### config.mk
export PLATFORM = sky130hd
export DESIGN_NAME = branch_predictor
export DESIGN_NICKNAME = d
export VERILOG_FILES = /design/src/rtl/branch_predictor.sv
export SDC_FILE = /design/constraint.sdc
export NUM_CORES = 2
export LEC_CHECK = 0
export BUFFER_PORTS_ARGS = -buffer_cell sky130_fd_sc_hd__buf_2
export CORE_MARGIN = 1.5
export CORE_UTILIZATION = 40
export CTS_BUF_LIST = sky130_fd_sc_hd__clkbuf_2 sky130_fd_sc_hd__clkbuf_4 sky130_fd_sc_hd__clkbuf_8
export DETAILED_ROUTE_END_ITERATION = 7
export PLACE_DENSITY_LB_ADDON = 0.12
export RECOVER_POWER = 25
export SYNTH_ARGS = -nofsm -noshare
export SYNTH_HDL_FRONTEND = slang
export SYNTH_SLANG_ARGS = --single-unit
### constraint.sdc
create_clock -name clk -period 4.97 [get_ports clk]
set_input_delay 0.497 -clock clk [delete_from_list [all_inputs] [get_ports clk]]
set_output_delay 0.497 -clock clk [all_outputs]
set_load 0.05 [all_outputs]
### src/rtl/branch_predictor.sv
// rtl/branch_predictor.sv - direct-mapped BTB with 2-bit counters, mispredict redirect and statistics
module branch_predictor #(
   parameter int ADDR_WIDTH  = 32,
   parameter int INDEX_BITS  = 4,
   parameter int COUNT_WIDTH = 16
) (
   input  logic                   clk,
   input  logic                   rst,
   input  logic [ADDR_WIDTH-1:0]  PCF,
   output logic                   PredTakenF,
   output logic [ADDR_WIDTH-1:0]  PredTargetF,
   input  logic                   BranchE,
   input  logic                   FlushE,
   input  logic [ADDR_WIDTH-1:0]  PCE,
   input  logic                   PCSrcE,
   input  logic [ADDR_WIDTH-1:0]  PCTargetE,
   input  logic                   PredTakenE,
   input  logic [ADDR_WIDTH-1:0]  PredTargetE,
   output logic                   MispredictE,
   output logic [ADDR_WIDTH-1:0]  RedirectPCE,
   output logic [COUNT_WIDTH-1:0] BranchCount,
   output logic [COUNT_WIDTH-1:0] MispredCount
);

   localparam int TAG_BITS = ADDR_WIDTH - INDEX_BITS - 2;
   localparam int ENTRIES  = 1 << INDEX_BITS;

   logic                  valid_q  [ENTRIES];
   logic [TAG_BITS-1:0]   tag_q    [ENTRIES];
   logic [ADDR_WIDTH-1:0] target_q [ENTRIES];
   logic [1:0]            ctr_q    [ENTRIES];

   logic [INDEX_BITS-1:0] idx_f, idx_e;
   logic [TAG_BITS-1:0]   tag_f, tag_e;
   logic                  hit_f, hit_e, upd;
   logic                  unused_pc_low;

   assign idx_f = PCF[INDEX_BITS+1:2];
   assign tag_f = PCF[ADDR_WIDTH-1:INDEX_BITS+2];
   assign idx_e = PCE[INDEX_BITS+1:2];
   assign tag_e = PCE[ADDR_WIDTH-1:INDEX_BITS+2];
   assign unused_pc_low = ^{PCF[1:0], PCE[1:0]};

   // Lookup reads registered state only, so a same-cycle update is seen next cycle.
   assign hit_f       = valid_q[idx_f] && (tag_q[idx_f] == tag_f);
   assign PredTakenF  = hit_f && ctr_q[idx_f][1];
   assign PredTargetF = PredTakenF ? target_q[idx_f] : '0;

   assign hit_e = valid_q[idx_e] && (tag_q[idx_e] == tag_e);
   assign upd   = BranchE && !FlushE && !rst;

   assign MispredictE = BranchE && !FlushE &&
                        ((PCSrcE != PredTakenE) ||
                         (PCSrcE && PredTakenE && (PredTargetE != PCTargetE)));
   assign RedirectPCE = PCSrcE ? PCTargetE : PCE + ADDR_WIDTH'(4);

   always_ff @(posedge clk) begin
      if (rst) begin
         for (int i = 0; i < ENTRIES; i++) begin
            valid_q[i]  <= 1'b0;
            tag_q[i]    <= '0;
            target_q[i] <= '0;
            ctr_q[i]    <= 2'b01;
         end
         BranchCount  <= '0;
         MispredCount <= '0;
      end else if (upd) begin
         if (hit_e) begin
            if (PCSrcE) begin
               if (ctr_q[idx_e] != 2'b11) ctr_q[idx_e] <= ctr_q[idx_e] + 2'd1;
               target_q[idx_e] <= PCTargetE;
            end else if (ctr_q[idx_e] != 2'b00) begin
               ctr_q[idx_e] <= ctr_q[idx_e] - 2'd1;
            end
         end else if (PCSrcE) begin
            // Taken miss evicts whatever aliased entry was resident.
            valid_q[idx_e]  <= 1'b1;
            tag_q[idx_e]    <= tag_e;
            target_q[idx_e] <= PCTargetE;
            ctr_q[idx_e]    <= 2'b10;
         end
         if (BranchCount != '1) BranchCount <= BranchCount + COUNT_WIDTH'(1);
         if (MispredictE && (MispredCount != '1)) MispredCount <= MispredCount + COUNT_WIDTH'(1);
      end
   end

endmodule

# Word-level counts from Yosys, hierarchy flattened
# Memory sizes are Yosys's and may differ from the RTL's.
# Cells that the tools add are included.
[op_classes] n_bitwise=3 reduce_logical=19 eq_ne=7 add_sub_neg=5 mux=40
[op_table] cell="$mux W32" n=4
[op_table] cell="$eq A26 B26 Y1" n=2
[op_table] cell="$add A16 B1 Y16 const B" n=2
[op_table] cell="$add A32 B3 Y32 const B" n=1
[op_table] cell="$ne A16 B16 Y1 const B" n=2
[op_table] cell="$ne A32 B32 Y1" n=1
[op_table] cell="$reduce_or A32 Y1" n=1
[op_table] cell="$mux W1" n=28
[op_table] cell="$mux W26" n=1
[op_table] cell="$reduce_or A26 Y1" n=1
[op_table] cell="$mux W4" n=4
[op_table] cell="$logic_and A1 B1 Y1" n=9
[op_table] cell="$mux W2" n=3
[op_table] cell="$reduce_and A2 Y1" n=2
[op_table] cell="$or A1 B1 Y1" n=3
[op_table] cell="$add A2 B1 Y2 const B" n=1
[op_table] cell="$logic_not A1 Y1" n=2
[op_table] cell="$ne A2 B2 Y1 const B" n=1
[op_table] cell="$reduce_bool A2 Y1" n=1
[op_table] cell="$reduce_or A2 Y1" n=1
[op_table] cell="$sub A2 B1 Y2 const B" n=1
[op_table] cell="$logic_or A1 B1 Y1" n=1
[op_table] cell="$ne A1 B1 Y1" n=1
[op_table] cell="$reduce_or A1 Y1" n=1
[word_totals] n_memories=4 in_bits=134 mem_bits_rw=976 register_bits=32
[memory_table] name="target_q" depth=16 width=32 rd=1 rd_ports_with_merged_regs=0 wr=16 line_no="30" text="logic [ADDR_WIDTH-1:0] target_q [ENTRIES];"
[memory_table] name="tag_q" depth=16 width=26 rd=2 rd_ports_with_merged_regs=0 wr=16 line_no="29" text="logic [TAG_BITS-1:0] tag_q [ENTRIES];"
[memory_table] name="ctr_q" depth=16 width=2 rd=2 rd_ports_with_merged_regs=0 wr=16 line_no="31" text="logic [1:0] ctr_q [ENTRIES];"
[memory_table] name="valid_q" depth=16 width=1 rd=2 rd_ports_with_merged_regs=0 wr=16 line_no="28" text="logic valid_q [ENTRIES];"

# Logic depth before layout (Yosys ltp)
# An unclocked memory read counts as a cell.
[logic_depth] depth_word=12 mapped_depth=17 depth_no_buf=9

# Worst setup path before layout
# No wires, ideal clock.
[synth_path] kind="input -> output" start="in PCF[2]" end="out PredTargetF[10]" path_stages=10 path_slack_ns=0.191 t_arrival_ns=4.282 path_cell_list="clkbuf_1 buf_1 buf_1 mux4_2 mux4_2 xor2_1 nor4_1 nand4_1 clkbuf_1 nor2b_1"
[synth_via] elab_chain_cells=5 word_cells_on_any_way=8 cone_classes="eq/ne (1); mux (1); reduce/logical (2); memory (4)"
[synth_lines] element="start: declaration" line_no="9" text="input logic [ADDR_WIDTH-1:0] PCF,"
[synth_lines] element="$mem_v2 Z16 W26"
[synth_lines] element="$eq A26 B26 Y1" line_no="45" text="assign hit_f = valid_q[idx_f] && (tag_q[idx_f] == tag_f);"
[synth_lines] element="$logic_and A1 B1 Y1" line_no="45"
[synth_lines] element="$logic_and A1 B1 Y1" line_no="46" text="assign PredTakenF = hit_f && ctr_q[idx_f][1];"
[synth_lines] element="$mux W32 *" line_no="47" text="assign PredTargetF = PredTakenF ? target_q[idx_f] : '0;"
[synth_lines] element="end: declaration" line_no="11" text="output logic [ADDR_WIDTH-1:0] PredTargetF,"
# Every way passes the cells marked *; elsewhere a longest branch is shown, timed or not.

==> flow_metrics.env <==
export IMPL_die_y_um=362.2
export IMPL_min_to="tag_q[4][20]$_SDFFCE_PN0P_"
export IMPL_cts_tree="yes"
export IMPL_viasPerCell=5.957
export IMPL_port_buffers=229
export IMPL_rsz0062_at_grt="false"
export IMPL_rr_startpoint="tag_q[8][9]$_SDFFCE_PN0P_"
export IMPL_drv_slew=561
export IMPL_r2r_end="ctr_q[12][0]$_SDFFCE_PN1P_"
export IMPL_hold_viol_final=0
export IMPL_crit_arrival_ns=4.28
export IMPL_start_util=0.4036
export IMPL_boundaryPins=232
export IMPL_dp_hpwl_um=114900
export IMPL_dr_first_iter_drc_count=4131
export IMPL_dieArea_um2=131200
export IMPL_reg2reg_slack_ns=0.63
export IMPL_ys_async_sr_fraction=0
export IMPL_path_class="register to output pin"
export IMPL_synth_seq_cells=1008
export IMPL_fmax_ghz=0.2095
export IMPL_ys_flop_type="edfxtp_1"
export IMPL_drt_pre_antenna_iters=7
export IMPL_drive_gt1_frac=0.2860
export IMPL_worst_pin_slew_ns=2.706
export IMPL_ant_nets=0
export IMPL_pre_cts_slack_ns=0.1699
export IMPL_worstRegToRegCells=9
export IMPL_hold_path_depth=2
export IMPL_fillers=11316
export IMPL_die_x_um=362.2
export IMPL_clk_transition_reported_paths_ns=0.06
export IMPL_seq_area_frac_synth=0.5773
export IMPL_ir_worst_vdd_mv=0.2602
export IMPL_yosys_top_cells_count="edfxtp_1, and2_1, mux4_2"
export IMPL_dr_total_vias=33912
export IMPL_cp_required_ns=4.47
export IMPL_cts_sinks=1008
export IMPL_cpPeakStageDelay_ns=0.60
export IMPL_fin_crit_sh=0.9602
export IMPL_syn_mean_instance_area_um2=14.37
export IMPL_core_um2=127800
export IMPL_clk_path_buf_depth=3
export IMPL_clock_latency_ns=0.89
export IMPL_run_status="complete, but fails checks"
export IMPL_grt_use_total=0.2825
export IMPL_failed_checks="capacitance limit, slew limit"
export IMPL_slew_headroom=-0.8038
export IMPL_dpl_instance_area_um2=56350
export IMPL_nets=4020
export IMPL_wl_per_cell_um=32.53
export IMPL_worstHoldStart="PCE[26]"
export IMPL_crit_path_cell_trace="mux4_2, mux4_2, xnor2_1, nand4_1, nor3_2, buf_4, nand4_1, buf_12, buf_12, nor2b_1, buf_2"
export IMPL_ys_types=70
export IMPL_worst_slack_ns=0.1977
export IMPL_crit_path_end_kind="output pin"
export IMPL_wirelength_um=185200
export IMPL_ys_warn_count=0
export IMPL_grt_pass1_wl_um=259500
export IMPL_p_leak_nw=21.79
export IMPL_maxCapViolCount=22
export IMPL_final_setup_skew_ns=0.04213
export IMPL_critical_path_buf_inv_count=4
export IMPL_root_buffer="clkbuf_8"
export IMPL_grt_pass1_vias=34126
export IMPL_syn2layout_area_growth_pct=15.44
export IMPL_rows=131
export IMPL_synth_area_um2=51600
export IMPL_htree_num_levels=4
export IMPL_antenna_found_initial=26
export IMPL_fin_tns_setup_ns=0
export IMPL_cts_inserted_buffers=180
export IMPL_setup_viol=0
export IMPL_min_period_ns=4.772
export IMPL_synthMostInstantiatedCell="edfxtp_1"
export IMPL_synth_top_area_frac=0.5587
export IMPL_drcViolationCount=0
export IMPL_crit_family="multiplexers"
export IMPL_worstPathMaxFanout=25
export IMPL_gp_congestion=0.8724
export IMPL_cts_setup_buffers=0
export IMPL_final_design_area_no_fill_um2=59570
export IMPL_grt_remaining_overflow=0
export IMPL_startpoint_type="register"
export IMPL_synth_edf_count=960
export IMPL_netlist_instances=3590
export IMPL_final_core_util=0.4659
export IMPL_grt_max_degree=69
export IMPL_synth_nets=3731
export IMPL_power_density_nw_per_um2=335.8
export IMPL_cp_slowest_cell="mux4_2"
export IMPL_synth_top_area_cell="edfxtp_1"
export IMPL_synthTopCellsByArea="edfxtp_1, mux4_2, and2_1"
export IMPL_hold_path_class="primary input to register"
-- cell type report --
cell class,instances,area (µm²),share of cell area
Tap cell,1662,2079,0.03491
Sequential cell,1008,29790,0.5001
Inverter,34,127.6,0.002142
Multi-Input combinational cell,2190,20390,0.3424
Clock inverter,66,411.6,0.006911
Timing Repair Buffer,465,3649,0.06125
Clock buffer,255,3084,0.05178
Antenna cell,13,32.53,0.0005461
-- timing repair --
item,4_1_cts,5_1_grt
gates resized for setup,0,2
endpoints found under the hold margin,0,0
hold buffers,0,0
setup endpoints to repair,0,17
-- how the worst max path moves through the flow --
stage | startpoint | endpoint | slack [ns] | cells past startpoint
6_report | tag_q[15][0]$_SDFFCE_PN0P_ | PredTargetF[27] | 0.20 | 11
5_1_grt | tag_q[15][0]$_SDFFCE_PN0P_ | PredTargetF[29] | 0.03 | 11
4_1_cts | tag_q[0][1]$_SDFFCE_PN0P_ | PredTargetF[27] | 0.10 | 10
3_5_place_dp | PCE[3] | ctr_q[11][1]$_SDFFCE_PN0P_ | 0.17 | 9
3_3_place_gp | PCE[3] | ctr_q[14][1]$_SDFFCE_PN0P_ | 0.17 | 10
2_1_floorplan | PCF[2] | PredTargetF[10] | 0.19 | 10
-- per-layer routing --
metal	track usage	share of wire	wire (µm)
met3	0.07746	0.098	18090
met4	0.08770	0.026	4840
met2	0.4295	0.46	84320
met1	0.3941	0.42	77920
met5	0	0.00018	34
-- report_power, final --
| part | leakage, nW | internal, W | switching [W] |
|---|---|---|---|
| sequential | 9.53 | 0.00971 | 0.000157 |
| clock | 1.86 | 0.00411 | 0.00364 |
| combinational | 10.4 | 0.000947 | 0.00144 |
-- cell usage in the layout, fill, tap and decap left out, types with 68 or more instances in the layout --
| cell type | n |
|---|---|
| edfxtp_1 | 960 |
| and2_1 | 451 |
| mux4_2 | 375 |
| and3_1 | 354 |
| clkbuf_8 | 188 |
| buf_2 | 177 |
| buf_4 | 165 |
| nor2_1 | 142 |
| o21ai_0 | 104 |
| xnor2_1 | 98 |
| nand2_1 | 83 |
| mux2i_1 | 79 |
| clkbuf_4 | 68 |
-- stage by stage --
| step | std cells | hold WS (ns) | power, W |
|---|---|---|---|
| 4_1_cts | 5680 | 0.02005 | 0.02013 |
| 5_1_grt | 5685 | 0.05651 | 0.02061 |
| 3_5_place_dp | 5359 | 0.4818 | 0.01242 |
| 3_3_place_gp | 5359 | 0.4822 | 0.01240 |
| 6_report | 5693 | 0.09162 | 0.02000 |
| 2_1_floorplan | 3590 | 0.4553 | 0.01134 |
-- logic make-up (layout without fill, tap and decap cells) --
logic type,after synthesis,after routing,share of synthesized area
adder cells (fa/ha/maj),7,7,0.001697
multiplexers,463,463,0.1824
other,0,13,0
buffers and inverters,392,820,0.03130
AND/OR/NAND/NOR,1319,1319,0.1473
AO/OA/AOI/OAI,257,257,0.03555
flip-flops,1008,1008,0.5773
XOR/XNOR,144,144,0.02444
-- flip-flops by register name (all words and copies together), names as in the netlist --
register and count:
tag_q 416, target_q 512, valid_q 16, ctr_q 32, MispredCount 16, BranchCount 16
No activity file was read; power rests on OpenSTA's default activity.
